### src/rtl/instr_mem_loader_ctrl.sv
// Instruction-memory port sequencer: streams a program into memory, zero-fills the
// remainder, then serves registered, alignment-checked CPU fetches while in RUN.
module instr_mem_loader_ctrl #(
  parameter int DATA_W = 32,
  parameter int DEPTH  = 32,
  parameter int AW     = 5
) (
  input  logic              clk_i,
  input  logic              rst_n_i,
  input  logic              load_start_i,
  input  logic              ld_valid_i,
  input  logic [DATA_W-1:0] ld_data_i,
  input  logic              ld_last_i,
  output logic              ld_ready_o,
  input  logic              fetch_req_i,
  input  logic [31:0]       pc_addr_i,
  output logic [DATA_W-1:0] instr_o,
  output logic              instr_valid_o,
  output logic              fetch_err_o,
  output logic              cpu_stall_o,
  output logic              mem_we_o,
  output logic [AW-1:0]     mem_addr_o,
  output logic [DATA_W-1:0] mem_wdata_o,
  input  logic [DATA_W-1:0] mem_rdata_i,
  output logic              load_done_o,
  output logic              load_err_o,
  output logic [AW:0]       word_cnt_o
);

  // Loader handshake: a word transfers on a rising edge where ld_valid_i and
  // ld_ready_o are both high; ld_ready_o is high only in LOAD and never depends on ld_valid_i.

  typedef enum logic [1:0] {
    S_IDLE = 2'd0,
    S_LOAD = 2'd1,
    S_FILL = 2'd2,
    S_RUN  = 2'd3
  } state_t;

  localparam logic [AW-1:0] LAST_ADDR = AW'(DEPTH - 1);
  localparam logic [AW:0]   DEPTH_CNT = (AW + 1)'(DEPTH);

  // Reset asserts asynchronously but is released two clocks after rst_n_i rises.
  logic [1:0] rst_sync_q;
  logic       rst_n_int;

  always_ff @(posedge clk_i or negedge rst_n_i) begin
    if (!rst_n_i) rst_sync_q <= 2'b00;
    else          rst_sync_q <= {rst_sync_q[0], 1'b1};
  end

  assign rst_n_int = rst_sync_q[1];

  state_t              state_q, state_d;
  logic [AW-1:0]       cnt_q, cnt_d;
  logic [AW:0]         word_cnt_q, word_cnt_d;
  logic                load_err_q, load_err_d;
  logic [DATA_W-1:0]   instr_q, instr_d;
  logic                instr_valid_q, instr_valid_d;
  logic                fetch_err_q, fetch_err_d;
  logic                pc_bad;

  // DEPTH is a power of two, so any set bit above the word index is out of range.
  assign pc_bad = (pc_addr_i[1:0] != 2'b00) || (pc_addr_i[31:AW+2] != '0);

  always_ff @(posedge clk_i or negedge rst_n_int) begin
    if (!rst_n_int) begin
      state_q       <= S_IDLE;
      cnt_q         <= '0;
      word_cnt_q    <= '0;
      load_err_q    <= 1'b0;
      instr_q       <= '0;
      instr_valid_q <= 1'b0;
      fetch_err_q   <= 1'b0;
    end else begin
      state_q       <= state_d;
      cnt_q         <= cnt_d;
      word_cnt_q    <= word_cnt_d;
      load_err_q    <= load_err_d;
      instr_q       <= instr_d;
      instr_valid_q <= instr_valid_d;
      fetch_err_q   <= fetch_err_d;
    end
  end

  always_comb begin
    state_d       = state_q;
    cnt_d         = cnt_q;
    word_cnt_d    = word_cnt_q;
    load_err_d    = load_err_q;
    instr_d       = instr_q;
    instr_valid_d = 1'b0;
    fetch_err_d   = 1'b0;
    ld_ready_o    = 1'b0;
    mem_we_o      = 1'b0;
    mem_addr_o    = '0;
    mem_wdata_o   = '0;
    cpu_stall_o   = 1'b1;
    load_done_o   = 1'b0;

    unique case (state_q)
      S_IDLE: begin
        if (load_start_i) begin
          state_d    = S_LOAD;
          cnt_d      = '0;
          word_cnt_d = '0;
          load_err_d = 1'b0;
        end
      end

      S_LOAD: begin
        ld_ready_o  = 1'b1;
        mem_addr_o  = cnt_q;
        mem_wdata_o = ld_data_i;
        mem_we_o    = ld_valid_i;
        if (ld_valid_i) begin
          cnt_d = cnt_q + AW'(1);
          if (word_cnt_q != DEPTH_CNT) word_cnt_d = word_cnt_q + (AW + 1)'(1);
          if (cnt_q == LAST_ADDR) begin
            // Memory is full: an unterminated program is flagged, never wrapped.
            state_d    = S_RUN;
            load_err_d = !ld_last_i;
          end else if (ld_last_i) begin
            state_d = S_FILL;
          end
        end
      end

      S_FILL: begin
        mem_we_o   = 1'b1;
        mem_addr_o = cnt_q;
        cnt_d      = cnt_q + AW'(1);
        if (cnt_q == LAST_ADDR) state_d = S_RUN;
      end

      S_RUN: begin
        cpu_stall_o = 1'b0;
        load_done_o = 1'b1;
        mem_addr_o  = pc_addr_i[AW+1:2];
        if (fetch_req_i) begin
          instr_valid_d = 1'b1;
          if (pc_bad) begin
            instr_d     = '0;
            fetch_err_d = 1'b1;
          end else begin
            instr_d = mem_rdata_i;
          end
        end
        if (load_start_i) begin
          state_d    = S_LOAD;
          cnt_d      = '0;
          word_cnt_d = '0;
          load_err_d = 1'b0;
        end
      end

      default: state_d = S_IDLE;
    endcase
  end

  assign instr_o       = instr_q;
  assign instr_valid_o = instr_valid_q;
  assign fetch_err_o   = fetch_err_q;
  assign load_err_o    = load_err_q;
  assign word_cnt_o    = word_cnt_q;

endmodule

### config.mk
export PLATFORM = sky130hd
export DESIGN_NAME = instr_mem_loader_ctrl
export DESIGN_NICKNAME = d
export VERILOG_FILES = /design/src/rtl/instr_mem_loader_ctrl.sv
export SDC_FILE = /design/constraint.sdc
export NUM_CORES = 1
export LEC_CHECK = 0
export ABC_AREA = 1
export BUFFER_PORTS_ARGS = -buffer_cell sky130_fd_sc_hd__buf_2
export CAP_MARGIN = 5
export CELL_PAD_IN_SITES_DETAIL_PLACEMENT = 0
export CELL_PAD_IN_SITES_GLOBAL_PLACEMENT = 1
export CORE_MARGIN = 5
export CORE_UTILIZATION = 30
export DETAILED_ROUTE_END_ITERATION = 10
export HOLD_SLACK_MARGIN = 0.15
export PLACE_DENSITY_LB_ADDON = 0.08
export SYNTH_ARGS = -nofsm -noshare
export SYNTH_HDL_FRONTEND = slang
export SYNTH_SLANG_ARGS = --single-unit
### constraint.sdc
create_clock -name clk_i -period 3 [get_ports clk_i]
set_input_delay 0.6 -clock clk_i [delete_from_list [all_inputs] [get_ports clk_i]]
set_output_delay 0.6 -clock clk_i [all_outputs]
set_load 0.1 [all_outputs]
; After elaboration in Yosys (flattened, before gate mapping)
; Cells that the tools add are included.
; Widths: inputs -> output; s select.
[classes]
addsub = 2
n_eq_ne = 11
n_mux = 29
n_reduce_logical = 13
[op_table]
columns = operator, count
row1 = $mux 32, 2
row2 = $reduce_bool 25->1, 1
row3 = $mux 6, 3
row4 = $pmux 5 s3, 1
row5 = $pmux 6 s2, 1
row6 = $reduce_and 4->1, 3
row7 = $mux 1, 11
row8 = $mux 2, 5
row9 = $mux 5, 2
row10 = $pmux 5 s2, 1
row11 = $ne 2x2->1 const B, 4
row12 = $add 6x1->6 const B, 1
row13 = $ne 6x6->1 const B, 1
row14 = $pmux 2 s3, 1
row15 = $add 5x1->5 const B, 1
row16 = $eq 5x5->1 const B, 1
row17 = $eq 2x2->1 const B, 2
row18 = $pmux 1 s2, 2
row19 = $reduce_and 2->1, 2
row20 = $reduce_bool 2->1, 2
row21 = $reduce_or 2->1, 2
row22 = $ne 3x3->1 const B, 1
row23 = $eq 2x1->1 const B, 1
row24 = $logic_not 2->1, 1
row25 = other kinds (3), 3
[totals]
register_bits = 50
in_bits = 102

; Longest topological paths before layout
[depth]
ltp_word = 5
depth_mapped = 9
mapped_depth_nobuf = 9

; Worst setup path after synthesis
; Ideal clock, no wire load.
[synth_timing]
path_kind = register to output
startpoint = register state_q[1]
endpoint = output mem_we_o
t_arrival_ps = 3857
required_ps = 2400
setup_slack_ps = -1457
stages_incl_launch_ff = 6
path_buffers = 1
cell_sequence = dfrtp_1 inv_1 ha_1 buf_2 nand2_1 a21boi_0
[synth_via]
elab_chain_len = 2
elab_cells_between_ends = 3
classes_between = eq/ne: 2 / mux: 1
[synth_rtl]
columns = element, line
row1 = "start, declared", 54  ; state_t state_q, state_d;
row2 = "start signal, assigned", 76  ; state_q <= state_d;
row3 = $eq 2x2->1 / $eq 2x1->1 (equally long branches), 101  ; unique case (state_q)
row4 = $pmux 1 s2 *, 101
row5 = "end, declared", 21  ; output logic mem_we_o,
; Every way passes the cells marked *; elsewhere a longest branch is shown, timed or not.

; Worst setup path after layout
[layout_timing]
startpoint = register state_q[0]
endpoint = output mem_we_o
; The elaborated chain is that of the path after synthesis.

==> impl_metrics.yaml <==
yosys:
  synth_nets: 538
  ys_seq_elements: 50
  synth_top_area_share_pct: 41.7
  synthTopCellsByCount: "nand2_1 (130), inv_1 (81), nor2_1 (55)"
  synthFlopType: "dfrtp_1"
  yosys_warnings: 0
  avgSynthCellArea_sq_um: 7.03
  synth-edff-count: 0
  yosysTopAreaCell: "dfrtp_1"
  seq_area_frac_synth_pct: 41.7
  async_reset_ff_share_pct: 100
  synth_area_leaders: "dfrtp_1 (42%), nand2_1 (16%), inv_1 (10%)"
  synth.most_common_cell: "nand2_1"
  syn_area_sq_um: 3000
  syn_inst: 427
  synth_cell_type_count: 27
worst_setup_path:
  path_buf_inv: 3
  reg2reg_to: "word_cnt_o[2]"
  crit_path_max_fanout: 12
  worst_r2r_startpoint: "state_q[0]"
  crit_required_ns: 2.40
  crit_chain: "inv_1 > ha_1 > buf_4 > a21boi_2 > buf_2"
  critPathSlowestCell: "ha_1"
  crit_arrival_ns: 2.06
  slowest_delay_ns: 0.43
  cp-startpoint: "state_q[0]"
  rr_worst_depth: 7
  critPathKind: "reg -> out"
  cp_top_family: "buffers and inverters"
  critPathLaunchType: "register"
  cp.depth: 5
  ff2ff_setup_slack_ns: 1.07
  crit_path_end_kind: "output pin"
timing:
  max-slew-margin-rel_pct: 28.9
  max_clock_freq_mhz: 376
  timing.final.crit_period_ns: 2.66
  totalNegativeSetupSlack_ns: 0
  hold_slack_ns: 0.358
  post-route-period-util_pct: 88.7
  rsz0062_at_grt: "no"
  hold_viol: 0
  setup_viol: 0
  slew_violations: 0
  tightest_slew_ns: 1.07
  fin_ws_ns: 0.338
  finClkSkew_ns: 0.00850
drt:
  drt-met1-wl_um: 3480
  drt_pass1_iterations: 4
  first_iter_violations: 106
  wl_per_cell_um: 11.3
  wl_met3_um: 774
  drc: 0
  via_per_inst: 4.13
  wl_um: 8330
  routed.top_layer: "met5"
  ant_nets: 0
  num_vias: 3048
  wl_met2_um: 4020
clock_network:
  clockBufferDepth: 2
  cts_buffers: 5
  cts_tree: "built"
  clk_latency_ns: 0.30
  clk_pin_slew_ns: 0.09
  ctsRootBufferMaster: "clkbuf_8"
  h-tree-depth: 2
  clock_sinks: 50
  post_cts_buffers: 0
layout:
  final_core_util_pct: 42.0
  drive_gt1_share_pct: 36.5
  finish.instance_area_sq_um: 4110
  syn_to_final_growth_pct: 36.9
  diodes: 0
  final_nets: 715
  layout.cells.non_filler: 738
power:
  leakage_nw: 2.75
  ir_worst_vdd_mv: 0.660
  total_power_mw: 4.07
  powerDensity_nw_per_um2: 992
floorplanning:
  ios: 184
  initial_utilization_pct: 30.7
  coreArea_sq_um: 9770
  rows: 36
  die_x_um: 110
  die_area_sq_um: 12100
  chipHeight_um: 110
hold_path:
  min_from: "rst_sync_q[0]"
  hold_depth: 0
  hold_path_class: "reg -> reg"
  hold_path_end: "rst_sync_q[1]"
grt:
  grt_overflow: 0
  grt_usage_pct: 13.2
  grt_start_max_net_pins: 67
  grt_pass1_vias: 2807
  antenna_found_initial: 1
  grt_pass1_wl_um: 12800
place:
  io_buffers: 183
  place_hpwl_um: 6220
  place_area_sq_um: 4010
  gp_congestion: 0.747
  dp.cells: 729
  place_ws_ns: 0.661
job:
  maxCapViolations: 0
run_status:
  status: "finished clean"
## worst max-delay path by stage
stage,end
floorplan,mem_addr_o[0]
finish,mem_we_o
CTS,mem_we_o
global route,mem_we_o
global placement,mem_we_o
detailed placement,mem_we_o
## where the power goes
part           leakage, nW  switching (mW)  internal [mW]  total (mW)
Sequential           0.681          0.0846          0.743       0.827
Clock               0.0452           0.223          0.165       0.389
Combinational         2.02            2.35          0.509        2.86
## kinds of logic (layout without fill, tap and decap cells)
family / count (synthesis) / in the layout / synth area share [%]
AND/OR/NAND/NOR: 239 / 239 / 33.4
flip-flops: 50 / 50 / 41.7
other: 1 / 1 / 0.125
buffers and inverters: 102 / 280 / 15.3
adder cells (fa/ha/maj): 9 / 9 / 3.75
AO/OA/AOI/OAI: 26 / 26 / 5.76
## per-layer routing
metal | up-vias | global-route usage, %
met4 | 2 | 2.67
met5 | - | 0
met3 | 4 | 4.31
met1 | 1329 | 16.2
met2 | 85 | 22.8
li1 | 1628 | -
## what timing repair did
item | CTS | global route
endpoints found under the hold margin | 2 | 0
gates resized for setup | 0 | 0
hold buffers | 1 | 0
## cell type report
class	instances	area, sq um
flip-flops and latches	50	1250
clock inverters	2	13.8
clock buffers	6	72.6
repair buffers	190	971
inverters	82	310
well taps	133	166
fillers	1077	5670
multi-input cells	275	1320
## cell usage in the layout, fill, tap and decap left out, types with 2 or more instances in the layout
cell type  netlist  layout
nor3_1           2       2
o21ai_0          6       6
ha_1             9       8
a21oi_2          0       5
nand4_1          5       5
clkbuf_8         0       5
buf_4            3       6
nand2_1        130     129
dfrtp_1         50      49
o21ai_2          5       5
nand2_2          5       6
a22o_1           2       2
nor2_1          55      54
inv_1           81      81
a21oi_1         10       5
buf_2            6     183
nand3_1         39      39
## registers in the layout (all words and copies together), names as in the netlist
| register | flops |
|---|---|
| instr_o | 32 |
| word_cnt_o | 6 |
| cnt_q | 5 |
| rst_sync_q | 2 |
| state_q | 2 |
| fetch_err_o | 1 |
| instr_valid_o | 1 |
| load_err_o | 1 |
## worst register-to-register path: cells and delay by family (launching register included)
kind / cells / cell delay [ns]
buffers and inverters: 3 / 0.41
DFF: 1 / 0.41
adders and majority gates: 1 / 0.41
AOI/OAI and AO/OA: 2 / 0.40
and+or+nand+nor: 1 / 0.20
Power figures use the tool's default switching activity.
